<file path="src/rtl/dest_vc_buffer_pkg.sv">
// Shared word format and backpressure constants for the arbiter and the
// destination VC buffer.
package dest_vc_buffer_pkg;
  localparam int DATA_WIDTH    = 5;
  localparam int VC_SEL_BIT    = 4;
  localparam int NUM_LANES     = 2;
  localparam int NUM_VCS       = 2;
  localparam int LANE0         = 0;
  localparam int LANE1         = 1;
  localparam int VC0           = 0;
  localparam int VC1           = 1;
  localparam int DEF_DEPTH     = 4;
  localparam int DEF_AF_MARGIN = 1;

  typedef struct packed {
    logic                  vld;
    logic [DATA_WIDTH-1:0] data;
  } laneWord_t;
endpackage

</file>
<file path="src/rtl/dest_vc_buffer_fifo.sv">
// First-word-fall-through circular FIFO with overflow/underflow strobes and a
// look-ahead almost-full flag computed from the post-update count.
module sync_fifo #(
  parameter int DATA_WIDTH = 5,
  parameter int DEPTH      = 4,
  parameter int AF_MARGIN  = 1
) (
  input  logic                  clk,
  input  logic                  reset,
  input  logic                  push,
  input  logic [DATA_WIDTH-1:0] pushData,
  input  logic                  pop,
  output logic [DATA_WIDTH-1:0] popData,
  output logic                  empty,
  output logic                  full,
  output logic                  almostFullNext,
  output logic                  ovf,
  output logic                  unf
);
  localparam int AW = $clog2(DEPTH);

  logic [DATA_WIDTH-1:0] mem [DEPTH];
  logic [AW-1:0]         rdPtr, wrPtr;
  logic [AW:0]           count, countNext;
  logic                  doPush, doPop;

  assign empty  = (count == '0);
  assign full   = (count == (AW+1)'(DEPTH));
  assign doPop  = pop & ~empty;
  // a pop on a full FIFO frees the slot the push lands in
  assign doPush = push & (~full | doPop);
  assign ovf    = push & ~doPush;
  assign unf    = pop & empty;

  always_comb begin
    countNext = count;
    if (doPush && !doPop)      countNext = count + (AW+1)'(1);
    else if (doPop && !doPush) countNext = count - (AW+1)'(1);
  end

  assign almostFullNext = (countNext >= (AW+1)'(DEPTH - AF_MARGIN));
  assign popData        = empty ? '0 : mem[rdPtr];

  always_ff @(posedge clk) begin
    if (reset) begin
      rdPtr <= '0;
      wrPtr <= '0;
      count <= '0;
    end else begin
      if (doPush) wrPtr <= wrPtr + AW'(1);
      if (doPop)  rdPtr <= rdPtr + AW'(1);
      count <= countNext;
    end
  end

  always_ff @(posedge clk)
    if (doPush) mem[wrPtr] <= pushData;
endmodule

</file>
<file path="src/rtl/dest_vc_buffer.sv">
// Receive side of the arbitration stage: steers each lane word into one of two
// VC FIFOs by its select bit, and returns per-lane pause plus a sticky error.
module dest_vc_buffer
  import dest_vc_buffer_pkg::*;
#(
  parameter int DEPTH     = DEF_DEPTH,
  parameter int AF_MARGIN = DEF_AF_MARGIN
) (
  input  logic                  clk,
  input  logic                  reset,
  input  logic [DATA_WIDTH-1:0] dataIn0,
  input  logic [DATA_WIDTH-1:0] dataIn1,
  input  logic [1:0]            validBitsIn,
  input  logic                  popVC0_p0,
  input  logic                  popVC1_p0,
  input  logic                  popVC0_p1,
  input  logic                  popVC1_p1,
  output logic [DATA_WIDTH-1:0] dataVC0_p0,
  output logic [DATA_WIDTH-1:0] dataVC1_p0,
  output logic [DATA_WIDTH-1:0] dataVC0_p1,
  output logic [DATA_WIDTH-1:0] dataVC1_p1,
  output logic                  emptyVC0_p0,
  output logic                  emptyVC1_p0,
  output logic                  emptyVC0_p1,
  output logic                  emptyVC1_p1,
  output logic [1:0]            pause,
  output logic                  error
);
  laneWord_t [NUM_LANES-1:0]                           lane;
  logic [NUM_LANES-1:0][NUM_VCS-1:0]                   push, pop, empty, full, afNext, ovf, unf;
  logic [NUM_LANES-1:0][NUM_VCS-1:0][DATA_WIDTH-1:0]   head;
  logic [NUM_LANES-1:0]                                pauseQ;
  logic                                                errQ;
  logic                                                unusedFull;

  assign lane[LANE0] = '{vld: validBitsIn[LANE0], data: dataIn0};
  assign lane[LANE1] = '{vld: validBitsIn[LANE1], data: dataIn1};

  assign pop[LANE0][VC0] = popVC0_p0;
  assign pop[LANE0][VC1] = popVC1_p0;
  assign pop[LANE1][VC0] = popVC0_p1;
  assign pop[LANE1][VC1] = popVC1_p1;

  for (genvar l = 0; l < NUM_LANES; l++) begin : gLane
    for (genvar v = 0; v < NUM_VCS; v++) begin : gVc
      assign push[l][v] = lane[l].vld && (lane[l].data[VC_SEL_BIT] == 1'(v));
      sync_fifo #(.DATA_WIDTH(DATA_WIDTH), .DEPTH(DEPTH), .AF_MARGIN(AF_MARGIN)) uFifo (
        .clk           (clk),
        .reset         (reset),
        .push          (push[l][v]),
        .pushData      (lane[l].data),
        .pop           (pop[l][v]),
        .popData       (head[l][v]),
        .empty         (empty[l][v]),
        .full          (full[l][v]),
        .almostFullNext(afNext[l][v]),
        .ovf           (ovf[l][v]),
        .unf           (unf[l][v])
      );
    end
  end

  assign unusedFull = ^full;

  always_ff @(posedge clk) begin
    if (reset) begin
      pauseQ <= '0;
      errQ   <= 1'b0;
    end else begin
      for (int l = 0; l < NUM_LANES; l++) pauseQ[l] <= |afNext[l];
      errQ <= errQ | (|ovf) | (|unf);
    end
  end

  assign pause       = pauseQ;
  assign error       = errQ;
  assign dataVC0_p0  = head[LANE0][VC0];
  assign dataVC1_p0  = head[LANE0][VC1];
  assign dataVC0_p1  = head[LANE1][VC0];
  assign dataVC1_p1  = head[LANE1][VC1];
  assign emptyVC0_p0 = empty[LANE0][VC0];
  assign emptyVC1_p0 = empty[LANE0][VC1];
  assign emptyVC0_p1 = empty[LANE1][VC0];
  assign emptyVC1_p1 = empty[LANE1][VC1];
endmodule

</file>
<file path="config.mk">
export PLATFORM = sky130hd
export DESIGN_NAME = dest_vc_buffer
export DESIGN_NICKNAME = d
export VERILOG_FILES = /design/src/rtl/dest_vc_buffer_pkg.sv /design/src/rtl/dest_vc_buffer_fifo.sv /design/src/rtl/dest_vc_buffer.sv
export SDC_FILE = /design/constraint.sdc
export NUM_CORES = 1
export LEC_CHECK = 0
export CORE_UTILIZATION = 52
export CTS_CLUSTER_SIZE = 30
export DETAILED_ROUTE_END_ITERATION = 8
export GPL_TIMING_DRIVEN = 0
export HOLD_SLACK_MARGIN = 0.05
export PLACE_DENSITY = 0.74
export SYNTH_ARGS = -nofsm -noshare
export SYNTH_HDL_FRONTEND = slang
export SYNTH_SLANG_ARGS = --single-unit
export TNS_END_PERCENT = 20
</file>
<file path="constraint.sdc">
create_clock -name clk -period 2.2 [get_ports clk]
set_clock_uncertainty 0.2 [all_clocks]
set_input_delay 0.55 -clock clk [delete_from_list [all_inputs] [get_ports clk]]
set_output_delay 0.55 -clock clk [all_outputs]
set_load 0.01 [all_outputs]
</file>
Yosys cells after proc, flatten, opt, wreduce, memory -nomap -nowiden
Memories as Yosys holds them, arrays and structs flattened. A register that Yosys moved wholly into a read port is not among the register bits.
Index checks and enable logic that the tools add are counted.
{"block": "word_totals", "register_bits": 31, "ramBits": 80, "output_inout_bits": 27, "n_memories": 4}
{"block": "op_classes", "n_addsub": 16, "magnitude_cmp": 4, "eq_ne": 4, "mux": 28, "n_bitwise": 36, "n_reduce_logical": 28}
{"memory": "gLane[0].gVc[0].uFifo.mem", "words": 4, "word_bits": 5, "read_ports": 1, "rd_ports_with_merged_regs": 1, "wr": 1, "line_no": "dest_vc_buffer_fifo.sv:22", "rtl": "logic [DATA_WIDTH-1:0] mem [DEPTH];"}
{"memory": "gLane[0].gVc[1].uFifo.mem", "words": 4, "word_bits": 5, "read_ports": 1, "rd_ports_with_merged_regs": 1, "wr": 1, "line_no": "dest_vc_buffer_fifo.sv:22"}
{"memory": "gLane[1].gVc[0].uFifo.mem", "words": 4, "word_bits": 5, "read_ports": 1, "rd_ports_with_merged_regs": 1, "wr": 1, "line_no": "dest_vc_buffer_fifo.sv:22"}
{"memory": "gLane[1].gVc[1].uFifo.mem", "words": 4, "word_bits": 5, "read_ports": 1, "rd_ports_with_merged_regs": 1, "wr": 1, "line_no": "dest_vc_buffer_fifo.sv:22"}
{"op": "two-way mux 3 bit", "count": 8}
{"op": "two-way mux 5 bit", "count": 4}
{"op": "adder 2 x 1 -> 2 bit (second input constant)", "count": 8}
{"op": "AND 1 bit", "count": 16}
{"op": "two-way mux 2 bit", "count": 8}
{"op": "NOT 1 bit", "count": 14}
{"op": "adder 3 x 1 -> 3 bit (second input constant)", "count": 4}
{"op": "== test 3 bit (second input constant)", "count": 4}
{"op": "greater-or-equal comparator 3 x 2 -> 1 bit (second input constant)", "count": 4}
{"op": "logical AND 1 bit", "count": 12}
{"op": "logical NOT 3 bit", "count": 4}
{"op": "subtractor 3 x 1 -> 3 bit (second input constant)", "count": 4}
{"op": "logical NOT 1 bit", "count": 8}
{"op": "two-way mux 1 bit", "count": 8}
{"op": "OR reduction 4 bit", "count": 2}
{"op": "bitwise OR 1 bit", "count": 6}
{"op": "OR reduction 2 bit", "count": 2}

Longest topological paths before layout
Gate-level depths: netlist (run 1).
{"block": "depth", "ltp_word": 11, "mapped_depth": 9}

Hierarchy
A second synthesis (run 1) with hierarchy kept.
{"block": "unflattened", "cells_unflattened": 426, "hier_area_um2": 5619.1}
{"module": "sync_fifo (gLane[0].gVc[0].uFifo ...)", "n_inst": 2, "cells_each": 106, "area_per_inst_um2": 1401.3, "seq_area_each_um2": 780.7}
{"module": "sync_fifo (gLane[1].gVc[0].uFifo)", "n_inst": 1, "cells_each": 100, "area_per_inst_um2": 1356.3, "seq_area_each_um2": 780.7}
{"module": "sync_fifo (gLane[0].gVc[1].uFifo)", "n_inst": 1, "cells_each": 99, "area_per_inst_um2": 1338.8, "seq_area_each_um2": 780.7}
{"module": "dest_vc_buffer", "n_inst": 1, "cells_each": 15, "area_per_inst_um2": 121.4, "seq_area_each_um2": 60.1}

Least setup slack after synthesis (run 1)
Ideal clock, no wire load.
{"block": "synth_timing", "path_type": "register to register", "startpoint": "register gLane[1].gVc[1].uFifo.count[0]", "endpoint": "register pauseQ[1], in the netlist pause[1]", "setup_ns": 0.133, "arrival_ns": 1.732, "required_ns": 1.867, "slack_ns": 0.135, "stages_incl_launch_ff": 9, "path_buffers": 1, "synth_period_minus_slack_ns": 2.065, "path_cell_list": "dfxtp_1 -> inv_1 -> ha_1 -> buf_4 -> and4b_1 -> a311oi_2 -> nor3_1 -> a2111oi_2 -> o22ai_1"}
{"block": "synth_via", "elab_chain_len": 11, "elab_cells_between_ends": 17, "cone_classes": "add/sub: 2; order compare: 1; eq/ne: 1; mux: 2; bitwise: 5; reduce/logical: 6"}
{"item": "from (decl)", "line_no": "dest_vc_buffer_fifo.sv:24", "rtl": "logic [AW:0] count, countNext;"}
{"item": "from (signal assigned)", "line_no": "dest_vc_buffer_fifo.sv:52", "rtl": "count <= countNext;"}
{"item": "logical NOT 3 bit", "line_no": "dest_vc_buffer_fifo.sv:27", "rtl": "assign empty = (count == '0);"}
{"item": "NOT 1 bit", "line_no": "dest_vc_buffer_fifo.sv:29", "rtl": "assign doPop = pop & ~empty;"}
{"item": "AND 1 bit", "line_no": "dest_vc_buffer_fifo.sv:29"}
{"item": "bitwise OR 1 bit", "line_no": "dest_vc_buffer_fifo.sv:31", "rtl": "assign doPush = push & (~full | doPop);"}
{"item": "AND 1 bit", "line_no": "dest_vc_buffer_fifo.sv:31"}
{"item": "logical NOT 1 bit", "line_no": "dest_vc_buffer_fifo.sv:38", "rtl": "else if (doPop && !doPush) countNext = count - (AW+1)'(1);"}
{"item": "logical AND 1 bit", "line_no": "dest_vc_buffer_fifo.sv:38"}
{"item": "two-way mux 3 bit", "line_no": "dest_vc_buffer_fifo.sv:38"}
{"item": "two-way mux 3 bit *", "line_no": "dest_vc_buffer_fifo.sv:37", "rtl": "if (doPush && !doPop) countNext = count + (AW+1)'(1);"}
{"item": "greater-or-equal comparator 3 x 2 -> 1 bit *", "line_no": "dest_vc_buffer_fifo.sv:41", "rtl": "assign almostFullNext = (countNext >= (AW+1)'(DEPTH - AF_MARGIN));"}
{"item": "OR reduction 2 bit *", "line_no": "dest_vc_buffer.sv:70", "rtl": "for (int l = 0; l < NUM_LANES; l++) pauseQ[l] <= |afNext[l];"}
{"item": "to (signal assigned)", "line_no": "dest_vc_buffer.sv:67", "rtl": "pauseQ <= '0;"}
{"item": "to (decl)", "line_no": "dest_vc_buffer.sv:32", "rtl": "logic [NUM_LANES-1:0] pauseQ;"}
Mark *: on every way between the ends. The rest lies on a longest branch, timed or not.
A chain may end at the register's enable or synchronous reset.

==> reports/qor.txt, run 1 <==
================================================================================
Gate Count Post-Synth .............................................          425
Worst-margin pin slew .............................................       670 ps
Violations in the final reports ................................... setup timing
Clock tree from TritonCTS .........................................          yes
Number of antenna violations at the first check in global routing .            0
Layout fillers ....................................................          710
Class of the most critical hold timing path ....................... input pin to flop
Most common cell after layout, fill and taps aside ................ sky130_fd_sc_hd__edfxtp_1
Leading post-synthesis cells by cell area ......................... sky130_fd_sc_hd__edfxtp_1 44%, sky130_fd_sc_hd__dfxtp_1 14%, sky130_fd_sc_hd__mux4_2 8.2%, sky130_fd_sc_hd__ha_1 6.4%, sky130_fd_sc_hd__and2_1 3.9%
Portion of netlist area occupied by mux cells .....................       0.0854
Fmax ..............................................................    0.396 GHz
Yosys synthesis warning count .....................................            0
Gp weighted congestion ............................................        0.876
End-of-flow core utilization ......................................        0.686
Proportion of netlist area held by the largest area contributor ...        0.436
Count of cell types in the netlist ................................           56
Simple-gate share of the synthesized area .........................        0.130
Crit path max-delay cell type ..................................... sky130_fd_sc_hd__mux4_2
Global-route wire length before repair ............................    18,900 µm
Reg2Reg Setup Slack ...............................................      -110 ps
Combinational family with the most area after synthesis ........... simple AND/OR/NAND/NOR gates
Launching element type of the critical path .......................         flop
Area fraction in compound gates after synthesis ...................       0.0811
Number of max-slew violations in the final report .................            0
Core Footprint ....................................................   10,300 µm²
Hold violation count in the final report ..........................            0
Count of antenna-violating nets left after detailed routing .......            0
Async set-reset flop share out of synthesis .......................            0
CP max FO .........................................................            4
Post-Layout Inst Area .............................................     7050 µm²
Arr. time, crit path ..............................................      1770 ps
Cell Rows .........................................................           37
Prevailing post-synth register cell ............................... sky130_fd_sc_hd__edfxtp_1
Hold-fix buffers, CTS .............................................            0
Shortest clock period the worst path allows after layout ..........      2520 ps
Setup TNS .........................................................     -5520 ps
Total cell area at the placement stage ............................     6110 µm²
Num Clock Sinks ...................................................          119
Post-detailed-route via-to-cell ratio .............................         5.65
Critical Path RT ..................................................      1450 ps
Overall overflow remaining after global route .....................            0
Number of buffers created by CTS ..................................           17
Adder-Cell Fraction of Synth Area .................................       0.0673
Number of maximum-capacitance constraint violations ...............            0
EDFF count, synth .................................................           80
Number of levels in the clock H-tree ..............................            4
Cell accounting for the most synthesized area ..................... sky130_fd_sc_hd__edfxtp_1
Post-placement setup slack ........................................      -970 ps
Status ............................................................ complete, but fails checks
Slack of the critical path ........................................      -323 ps
Static leakage ....................................................      2.61 nW
Worst-case headroom to the max-slew limit .........................        0.553
Global routing usage summed across all routing layers .............        0.230
Crit path largest cell delay ......................................       510 ps
Later-pin clock latency in the skew report ........................       510 ps
Inserted Diodes ...................................................            0
DRT Wirelength ....................................................    11,700 µm
Max VDD drop ......................................................   0.000644 V
RSZ-0062 raised after global routing ..............................         true
Most common cell on crit path ..................................... sky130_fd_sc_hd__buf_6
Height of the die .................................................       105 µm
Clock transition at the registers of the reported paths ...........        50 ps
Layout overhead on the synthesized area ...........................        28.0%
Netlist Area Pre-Place ............................................     5510 µm²
Number of iterations in the first detailed-routing pass ...........            4
Setup-violating endpoint count in the final report ................           23
Initial standard-cell utilization of the core .....................        0.536
Share of layout cells above drive strength 1 ......................        0.295
Pin count of the biggest net entering global routing ..............           18
Width of the die ..................................................       105 µm
Synthesized netlist net count .....................................          471
Worst Hold Launch .................................................    popVC0_p0
Classification of the worst setup path ............................ flop to output pin
Final Power .......................................................    0.00908 W
#FFs+latches synth ................................................          119
Area occupied by registers ........................................     3220 µm²
Syn avg cell area .................................................     13.0 µm²
R2r startpoint .................................................... gLane[1].gVc[0].uFifo.count[1]
Areal power density over the cells ................................  1290 nW/µm²
Commonest cells after routing, fill and taps aside ................ 80 x sky130_fd_sc_hd__edfxtp_1, 34 x sky130_fd_sc_hd__nor2_1, 27 x sky130_fd_sc_hd__dfxtp_1
Via count of the first global-routing pass ........................        3,786
Total via count after detailed routing ............................        3,664
Input/output buffers ..............................................           43
Number of nets in the finished design .............................          546
DRC violation total after the first TritonRoute iteration .........          246
Routed length per instance ........................................      18.1 µm
Top-level port count ..............................................           45
Multi-input gate area .............................................     2290 µm²
Cell chosen for the clock root .................................... sky130_fd_sc_hd__clkbuf_8
Ordered cell list for the critical path ........................... buf_6, mux4_2, and2_4, buf_6
Crit share post-route .............................................         1.15
DP HPWL ...........................................................      7280 µm
Fraction of synthesized cell area in xor and xnor cells ...........       0.0239
Endpoint kind of the worst setup timing path ......................   output pin
Part of the Yosys area used for sequential elements ...............        0.578
Count of unresolved DRC violations after routing ..................            0
Maximum buffer depth of the clock tree ............................            2
Total Die Area ....................................................   11,000 µm²
================================================================================
power by group:
| group | internal, W | leakage [nW] | switching, W |
|---|---|---|---|
| registers | 0.00268 | 1.05 | 0.000255 |
| logic | 0.00183 | 1.28 | 0.00160 |
| clock network | 0.00181 | 0.284 | 0.000914 |
| total | 0.00631 | 2.61 | 0.00277 |
state kept, by name, indices dropped and copies added (netlist names), named ones only:
signal	flops
pause	2
error	1
gLane.gVc.uFifo.rdPtr	8
gLane.gVc.uFifo.wrPtr	8
gLane.gVc.uFifo.mem	80
gLane.gVc.uFifo.count	12
metrics by stage:
step / hold WS [ps] / std cells
4_1_cts: 278 / 648
2_1_floorplan: 285 / 425
6_report: 313 / 648
3_5_place_dp: 312 / 604
5_1_grt: 328 / 648
3_3_place_gp: 301 / 604
logic make-up (layout without fill, tap and decap cells):
kind of cell             Yosys count  in the layout
AO/OA/AOI/OAI                     62             62
XOR/XNOR                          15             15
adder cells (fa/ha/maj)           30             30
buffers and inverters             45            132
flip-flops                       119            119
multiplexers                      22             22
AND/OR/NAND/NOR                  132            132
synth_stat cells (all sizes together) (3+ instances only):
cell	instances
nand2b	6
and3	4
xor2	6
nor2	36
nand3	9
nor3	3
clkbuf	8
nor2b	11
buf	10
o21ai	10
o221ai	6
a211oi	3
a31oi	3
a21oi	15
inv	27
xnor2	9
dfxtp	39
edfxtp	80
ha	28
nand2	15
and2	34
mux4	20
cell type report:
class / count / area share
multi-input cells: 261 / 0.324
repair buffers: 60 / 0.0818
well taps: 136 / 0.0241
flip-flops and latches: 119 / 0.457
clock buffers: 19 / 0.0598
plain buffers: 14 / 0.0128
inverters: 27 / 0.0176
clock inverters: 12 / 0.0225
metal layers:
layer	GRT usage	vias up	wire length, µm
met5	0	-	0
li1	-	1722	-
met1	0.276	1809	4840
met4	0.0936	0	240
met3	0.0611	20	553
met2	0.393	113	6080
timing repair:
action | in CTS | in global routing
resized for setup | 177 | 26
setup endpoints to repair | 113 | 76
endpoints found under the hold margin | 0 | 0
setup buffers | 17 | 0
pin swaps | 17 | 1
gates cloned | 0 | 0
worst paths after layout:
check / endpoint / cells past startpoint
max: dataVC1_p1[3] / 4
min: flop / 4
max reg2reg: pause[1] / 7
min reg2reg: flop / 2
worst max-delay path: cells and delay by family (launching register included):
| family | cells | cell delay [ps] |
|---|---|---|
| buf+inv | 2 | 220 |
| flops | 1 | 370 |
| mux | 1 | 510 |
| simple gates | 1 | 160 |
No activity file was read; power rests on OpenSTA's default activity.
==> run 2: changes to the inputs <==
--- a/config.mk
+++ b/config.mk
@@ -11,6 +11,7 @@
 export GPL_TIMING_DRIVEN = 0
 export HOLD_SLACK_MARGIN = 0.05
 export PLACE_DENSITY = 0.74
+export RECOVER_POWER = 50
 export SYNTH_ARGS = -nofsm -noshare
 export SYNTH_HDL_FRONTEND = slang
 export SYNTH_SLANG_ARGS = --single-unit
==> constraint.sdc (replaced) <==
create_clock -name clk -period 2.2 [get_ports clk]
set_clock_uncertainty 0.2 [all_clocks]
set_input_delay 0.55 -clock clk [delete_from_list [all_inputs] [get_ports clk]]
set_output_delay 0.55 -clock clk [all_outputs]
set_load 0.005 [all_outputs]
==> run 2 against run 1 <==
Compared with the run above:
- the run still ends with setup timing left
- fmax fell by 1.4%
- routed wire length increased by 3.9%
- clock power about the same
- first-iteration DRC count rose by 21%
- critical path type unchanged
==> reports/qor.txt, run 2 (synthesized netlist as in run 1, its figures left out) <==
================================================================================
Worst Path Buf+Inv ................................................            2   unchanged
Initial standard-cell utilization of the core .....................        0.536   unchanged
Number of iterations in the first detailed-routing pass ...........            5   +1
Number of buffers created by CTS ..................................           17   unchanged
Final Power .......................................................    0.00918 W   +1.1%
Crit path largest cell delay ......................................       520 ps   about the same
Overall overflow remaining after global route .....................            0   unchanged
Number of levels in the clock H-tree ..............................            4   unchanged
Global-route wire length before repair ............................    19,600 µm   +3.6%
Hold-fix buffers, CTS .............................................            0   unchanged
CP max FO .........................................................            5   +1
Post-Layout Inst Area .............................................     7120 µm²   +0.92%
Number of maximum-capacitance constraint violations ...............            0   unchanged
Layout fillers ....................................................          716   +0.85%
Largest register FFs ..............................................           80   unchanged
Classification of the worst setup path ............................ flop to output pin
Setup-violating endpoint count in the final report ................           44   +91%
Via count of the first global-routing pass ........................        3,961   +4.6%
Violations in the final reports ................................... setup timing
Cell type group with the largest total delay on the critical path . multiplexers
Share of layout cells above drive strength 1 ......................        0.305   +0.00984
Commonest cells after routing, fill and taps aside ................ 80 x sky130_fd_sc_hd__edfxtp_1, 36 x sky130_fd_sc_hd__nor2_1, 28 x sky130_fd_sc_hd__dfxtp_1
Total Die Area ....................................................   11,000 µm²   unchanged
Post-placement setup slack ........................................      -970 ps   unchanged
Slack of the critical path ........................................      -360 ps   -36.4 ps
Critical Path RT ..................................................      1450 ps   about the same
Status ............................................................ complete, but fails checks
Ordered cell list for the critical path ........................... buf_6, mux4_2, and2_4, buf_6
Worst-margin pin slew .............................................       662 ps   -7.70 ps
Inserted Diodes ...................................................            0   unchanged
Clock tree from TritonCTS .........................................          yes
Layout overhead on the synthesized area ...........................        29.2%
Number of max-slew violations in the final report .................            0   unchanged
Number of antenna violations at the first check in global routing .            0   unchanged
DRC violation total after the first TritonRoute iteration .........          297   +21%
Gp weighted congestion ............................................        0.876   unchanged
Most common cell on crit path ..................................... sky130_fd_sc_hd__buf_6
Max VDD drop ......................................................   0.000687 V   +6.6%
Width of the die ..................................................       105 µm   unchanged
Post-Place Cells ..................................................          604   unchanged
Height of the die .................................................       105 µm   unchanged
Multi-input gate area .............................................     2290 µm²   about the same
Cell Rows .........................................................           37   unchanged
Endpoint kind of the worst setup timing path ......................   output pin
Cell chosen for the clock root .................................... sky130_fd_sc_hd__clkbuf_8
Crit path max-delay cell type ..................................... sky130_fd_sc_hd__mux4_2
Number of nets in the finished design .............................          559   +2.4%
DP HPWL ...........................................................      7280 µm   unchanged
Core Footprint ....................................................   10,300 µm²   unchanged
Later-pin clock latency in the skew report ........................       510 ps   about the same
Static leakage ....................................................      2.66 nW   +1.9%
Count of unresolved DRC violations after routing ..................            0   unchanged
Global routing usage summed across all routing layers .............        0.238   +0.00825
Most common cell after layout, fill and taps aside ................ sky130_fd_sc_hd__edfxtp_1
Top register by number of flip-flops .............................. gLane.gVc.uFifo.mem
Top-level port count ..............................................           45   unchanged
Worst-case headroom to the max-slew limit .........................        0.558   +0.00514
Total via count after detailed routing ............................        3,772   +2.9%
Final cell count without fillers ..................................          661   +2.0%
Hold violation count in the final report ..........................            0   unchanged
Num Clock Sinks ...................................................          119   unchanged
Routed length per instance ........................................      18.4 µm   +1.8%
DRT Wirelength ....................................................    12,200 µm   +3.9%
Total cell area at the placement stage ............................     6110 µm²   unchanged
Post-detailed-route via-to-cell ratio .............................         5.71   +0.92%
Areal power density over the cells ................................  1290 nW/µm²   +0.18%
Pin count of the biggest net entering global routing ..............           18   unchanged
Maximum buffer depth of the clock tree ............................            2   unchanged
Count of antenna-violating nets left after detailed routing .......            0   unchanged
RSZ-0062 raised after global routing ..............................         true
Biggest registers after layout .................................... gLane.gVc.uFifo.mem x80, gLane.gVc.uFifo.count x12
Clock transition at the registers of the reported paths ...........        60 ps   about the same
Class of the most critical hold timing path ....................... input pin to flop
Fmax ..............................................................    0.391 GHz   -1.4%
Input/output buffers ..............................................           43   unchanged
Launching element type of the critical path .......................         flop
Crit share post-route .............................................         1.16   +0.0166
Area occupied by registers ........................................     3220 µm²   -0.12%
Arr. time, crit path ..............................................      1810 ps   +40 ps
Shortest clock period the worst path allows after layout ..........      2560 ps   +36.4 ps
================================================================================
run 2: cell count changes in the layout (fill, tap and decap cells not counted), moves of 2 or more:
cell,delta
sky130_fd_sc_hd__nor2_2,-2
sky130_fd_sc_hd__dlygate4sd3_1,+11
sky130_fd_sc_hd__buf_2,+4
sky130_fd_sc_hd__nor2_1,+2
sky130_fd_sc_hd__clkbuf_1,+3
sky130_fd_sc_hd__inv_4,-3
sky130_fd_sc_hd__inv_2,+2
sky130_fd_sc_hd__clkdlybuf4s50_1,-10
sky130_fd_sc_hd__buf_4,+8
run 2: report_power, final:
part	internal, W	switching (W)	total [W]
clock	0.00181	0.000926	0.00273
combinational	0.00195	0.00157	0.00352
sequential	0.00267	0.000247	0.00292
run 2: final cells by class:
| class | count | share of cell area |
|---|---|---|
| plain buffers | 14 | 0.0114 |
| flip-flops and latches | 119 | 0.452 |
| inverters | 27 | 0.0171 |
| clock buffers | 19 | 0.0593 |
| well taps | 136 | 0.0239 |
| multi-input cells | 261 | 0.321 |
| clock inverters | 12 | 0.0223 |
| repair buffers | 73 | 0.0921 |
run 2: per-stage QoR:
stage	utilization	hold WS, ps	setup TNS (ps)
3_3_place_gp	0.594	301	-71320
6_report	0.692	298	-7920
4_1_cts	0.689	278	-6100
3_5_place_dp	0.594	312	-78390
5_1_grt	0.692	331	-12030
2_1_floorplan	-	285	0
run 2: timing repair:
item                                    4_1_cts  5_1_grt
pin swaps                                    17        2
endpoints found under the hold margin         0        0
buffers inserted                             30        0
resized for setup                           182       13
endpoints found under the setup margin      113       72
run 2: worst paths after layout:
kind / start / to / slack (ps) / depth (start not counted)
max: flop / dataVC1_p1[3] / -360 / 4
min: popVC0_p0 / flop / 300 / 4
max reg2reg: gLane[1].gVc[0].uFifo.count[1] / pause[1] / -110 / 7
min reg2reg: gLane[1].gVc[0].uFifo.rdPtr[1] / gLane[1].gVc[0].uFifo.rdPtr[1] / 330 / 2
run 2: routing by layer:
| metal | global-route usage | part of all wire | up-vias |
|---|---|---|---|
| li1 | - | - | 1742 |
| met1 | 0.283 | 0.41 | 1859 |
| met2 | 0.407 | 0.52 | 135 |
| met3 | 0.0561 | 0.039 | 36 |
| met4 | 0.117 | 0.032 | 0 |
| met5 | 0 | 0 | - |
run 2: worst register-to-register path, stage by stage (launching register included):
cell	delay, ps
sky130_fd_sc_hd__dfxtp_4	360
sky130_fd_sc_hd__buf_4	130
sky130_fd_sc_hd__ha_1	190
sky130_fd_sc_hd__or4bb_1	540
sky130_fd_sc_hd__o211ai_1	150
sky130_fd_sc_hd__o211ai_1	190
sky130_fd_sc_hd__a2111oi_2	240
sky130_fd_sc_hd__o22ai_1	160
==> run 3: changes to the inputs <==
--- a/config.mk
+++ b/config.mk
@@ -5,6 +5,7 @@
 export SDC_FILE = /design/constraint.sdc
 export NUM_CORES = 1
 export LEC_CHECK = 0
+export CORE_MARGIN = 2
 export CORE_UTILIZATION = 52
 export CTS_CLUSTER_SIZE = 30
 export DETAILED_ROUTE_END_ITERATION = 8
==> run 3 against run 2 <==
Compared with the run above:
- the flow still finishes with violations (setup timing)
- combinational power increased by 1%
- fmax grew 2.5%
- final cell count up 0.45%
- die area up 3.8%
- hold slack better by 25 ps
==> reports/qor.txt, run 3 (synthesized netlist as in run 1, its figures left out) <==
================================================================================
Status ............................................................ complete, but fails checks
Violations in the final reports ................................... setup timing
RSZ-0062 raised after global routing ..............................         true
Layer with the highest usage ......................................         met2
Worst-case headroom to the max-slew limit .........................        0.593   +0.0342
GR Util met1 ......................................................        0.265   -0.0179
Core Footprint ....................................................   10,300 µm²   +0.45%
Fmax ..............................................................    0.400 GHz   +2.5%
Class of the most critical hold timing path ....................... flop to flop
Total via count after detailed routing ............................        3,692   -2.1%
Number of max-slew violations in the final report .................            0   unchanged
Most common cell after layout, fill and taps aside ................ sky130_fd_sc_hd__edfxtp_1
CP max FO .........................................................            5   unchanged
DRC violation total after the first TritonRoute iteration .........          235   -21%
Count of antenna-violating nets left after detailed routing .......            0   unchanged
Areal power density over the cells ................................  1290 nW/µm²   about the same
Cell type group with the largest total delay on the critical path . multiplexers
Number of levels in the clock H-tree ..............................            4   unchanged
Global routing usage summed across all routing layers .............        0.218   -0.0201
Count of unresolved DRC violations after routing ..................            0   unchanged
Width of the die ..................................................       107 µm   +1.9%
Layout fillers ....................................................          672   -6.1%
Routed length per instance ........................................      17.7 µm   -4.0%
Reg2Reg Setup Slack ...............................................        10 ps   +120 ps
Hold violation count in the final report ..........................            0   unchanged
Initial standard-cell utilization of the core .....................        0.533   -0.00240
Largest register FFs ..............................................           80   unchanged
Later-pin clock latency in the skew report ........................       510 ps   about the same
Post-detailed-route via-to-cell ratio .............................         5.56   -2.6%
Shortest clock period the worst path allows after layout ..........      2500 ps   -62.2 ps
Pin count of the biggest net entering global routing ..............           18   unchanged
Number of maximum-capacitance constraint violations ...............            0   unchanged
Cell Rows .........................................................           37   unchanged
Via count of the first global-routing pass ........................        3,648   -7.9%
Number of nets in the finished design .............................          561   +0.36%
Setup TNS .........................................................     -6800 ps   +1120 ps
Global-route wire length before repair ............................    18,600 µm   -5.1%
Classification of the worst setup path ............................ flop to output pin
Crit path max-delay cell type ..................................... sky130_fd_sc_hd__mux4_2
Endpoint kind of the worst setup timing path ......................   output pin
Number of iterations in the first detailed-routing pass ...........            4   -1
End-of-flow core utilization ......................................        0.694   +0.00138
Post-placement setup slack ........................................      -937 ps   +32.8 ps
Height of the die .................................................       107 µm   +1.9%
Worst Path Buf+Inv ................................................            2   unchanged
Top register by number of flip-flops .............................. gLane.gVc.uFifo.mem
Gp weighted congestion ............................................        0.858   -2.1%
Clock transition at the registers of the reported paths ...........        50 ps   about the same
Ordered cell list for the critical path ........................... buf_6, mux4_2, and2_4, buf_6
Setup-violating endpoint count in the final report ................           44   unchanged
Slack of the critical path ........................................      -298 ps   +62.2 ps
Arr. time, crit path ..............................................      1750 ps   -60 ps
Met2 GRT Util .....................................................        0.368   -0.0387
Number of antenna violations at the first check in global routing .            0   unchanged
Most common cell on crit path ..................................... sky130_fd_sc_hd__buf_6
Crit path largest cell delay ......................................       480 ps   -40 ps
Inserted Diodes ...................................................            0   unchanged
Top-level port count ..............................................           45   unchanged
Crit share post-route .............................................         1.14   -0.0283
Layout overhead on the synthesized area ...........................        30.1%
Max VDD drop ......................................................   0.000634 V   -7.7%
Biggest registers after layout .................................... gLane.gVc.uFifo.mem x80, gLane.gVc.uFifo.count x12
Maximum buffer depth of the clock tree ............................            2   unchanged
Worst-margin pin slew .............................................       611 ps   -51.4 ps
Cell chosen for the clock root .................................... sky130_fd_sc_hd__clkbuf_8
Launching element type of the critical path .......................         flop
Number of buffers created by CTS ..................................           17   unchanged
Share of layout cells above drive strength 1 ......................        0.318   +0.0134
Input/output buffers ..............................................           43   unchanged
Commonest cells after routing, fill and taps aside ................ 80 x sky130_fd_sc_hd__edfxtp_1, 36 x sky130_fd_sc_hd__nor2_1, 29 x sky130_fd_sc_hd__dfxtp_1
DP HPWL ...........................................................      7310 µm   +0.48%
Num Clock Sinks ...................................................          119   unchanged
Total Die Area ....................................................   11,400 µm²   +3.8%
Met3 Usage GRT ....................................................       0.0644   +0.00829
Static leakage ....................................................      2.71 nW   +1.8%
Clock tree from TritonCTS .........................................          yes
Critical Path RT ..................................................      1450 ps   about the same
DRT Wirelength ....................................................    11,700 µm   -3.6%
Overall overflow remaining after global route .....................            0   unchanged
================================================================================
-- run 3: cell types whose count changed in the layout (fill, tap and decap cells not counted), moves of 3 or more --
cell	previous run	this run
sky130_fd_sc_hd__and2_0	0	3
sky130_fd_sc_hd__clkbuf_8	1	5
sky130_fd_sc_hd__and2_1	25	19
sky130_fd_sc_hd__and2_4	7	10
sky130_fd_sc_hd__dlymetal6s2s_1	0	3
sky130_fd_sc_hd__clkinv_1	3	0
sky130_fd_sc_hd__clkdlybuf4s50_1	6	3
-- run 3: final timing paths --
check                                 startpoint  depth (start not counted)                             end
hold reg to reg   gLane[1].gVc[1].uFifo.count[0]                          2  gLane[1].gVc[1].uFifo.count[0]
hold / removal    gLane[1].gVc[1].uFifo.count[0]                          2  gLane[1].gVc[1].uFifo.count[0]
setup reg to reg  gLane[1].gVc[0].uFifo.count[1]                          7                        pause[1]
setup / recovery                            flop                          4                   dataVC0_p0[4]
-- run 3: layout make-up --
cell class | count | area (µm²) | share of cell area
Inverter | 27 | 119 | 0.0166
Timing Repair Buffer | 76 | 696 | 0.0971
Tap cell | 136 | 170 | 0.0238
Clock inverter | 8 | 121 | 0.0169
Clock buffer | 24 | 480 | 0.0671
Sequential cell | 119 | 3220 | 0.449
Multi-Input combinational cell | 261 | 2280 | 0.318
Buffer | 13 | 83.8 | 0.0117
-- run 3: where the power goes --
| group | internal (W) | switching [W] | leakage, nW | total (W) |
|---|---|---|---|---|
| Clock | 0.00184 | 0.000922 | 0.295 | 0.00276 |
| Combinational | 0.00202 | 0.00154 | 1.36 | 0.00356 |
| Sequential | 0.00267 | 0.000243 | 1.05 | 0.00291 |
| Total | 0.00653 | 0.00270 | 2.71 | 0.00923 |
-- run 3: routing by layer --
metal  wire length (µm)  vias up
li1                   -     1740
met1               4940     1825
met2               5990      108
met3                586       19
met4                212        0
met5                  0        -
-- run 3: timing repair --
item,4_1_cts,5_1_grt
resized for setup,181,31
setup buffers,26,7
hold buffers,0,0
pin swaps,19,7
endpoints found under the setup margin,112,105
-- run 3: per-stage QoR --
stage                     hold slack, ps  total power [W]  instances  instance area (µm²)
after global placement               303          0.00535        604                 6110
after detailed placement             324          0.00542        604                 6110
after global routing                 364          0.00968        664                 7160
after CTS                            295          0.00904        658                 7060
final                                323          0.00923        664                 7160
after floorplan                      285          0.00444        425                 5510
-- run 3: tightest hold or removal path, delay by kind of cell (launching register included) --
| kind | cells | cell delay (ps) |
|---|---|---|
| AND/OR/NAND/NOR | 1 | 70 |
| XOR/XNOR | 1 | 70 |
| flip-flops | 1 | 350 |
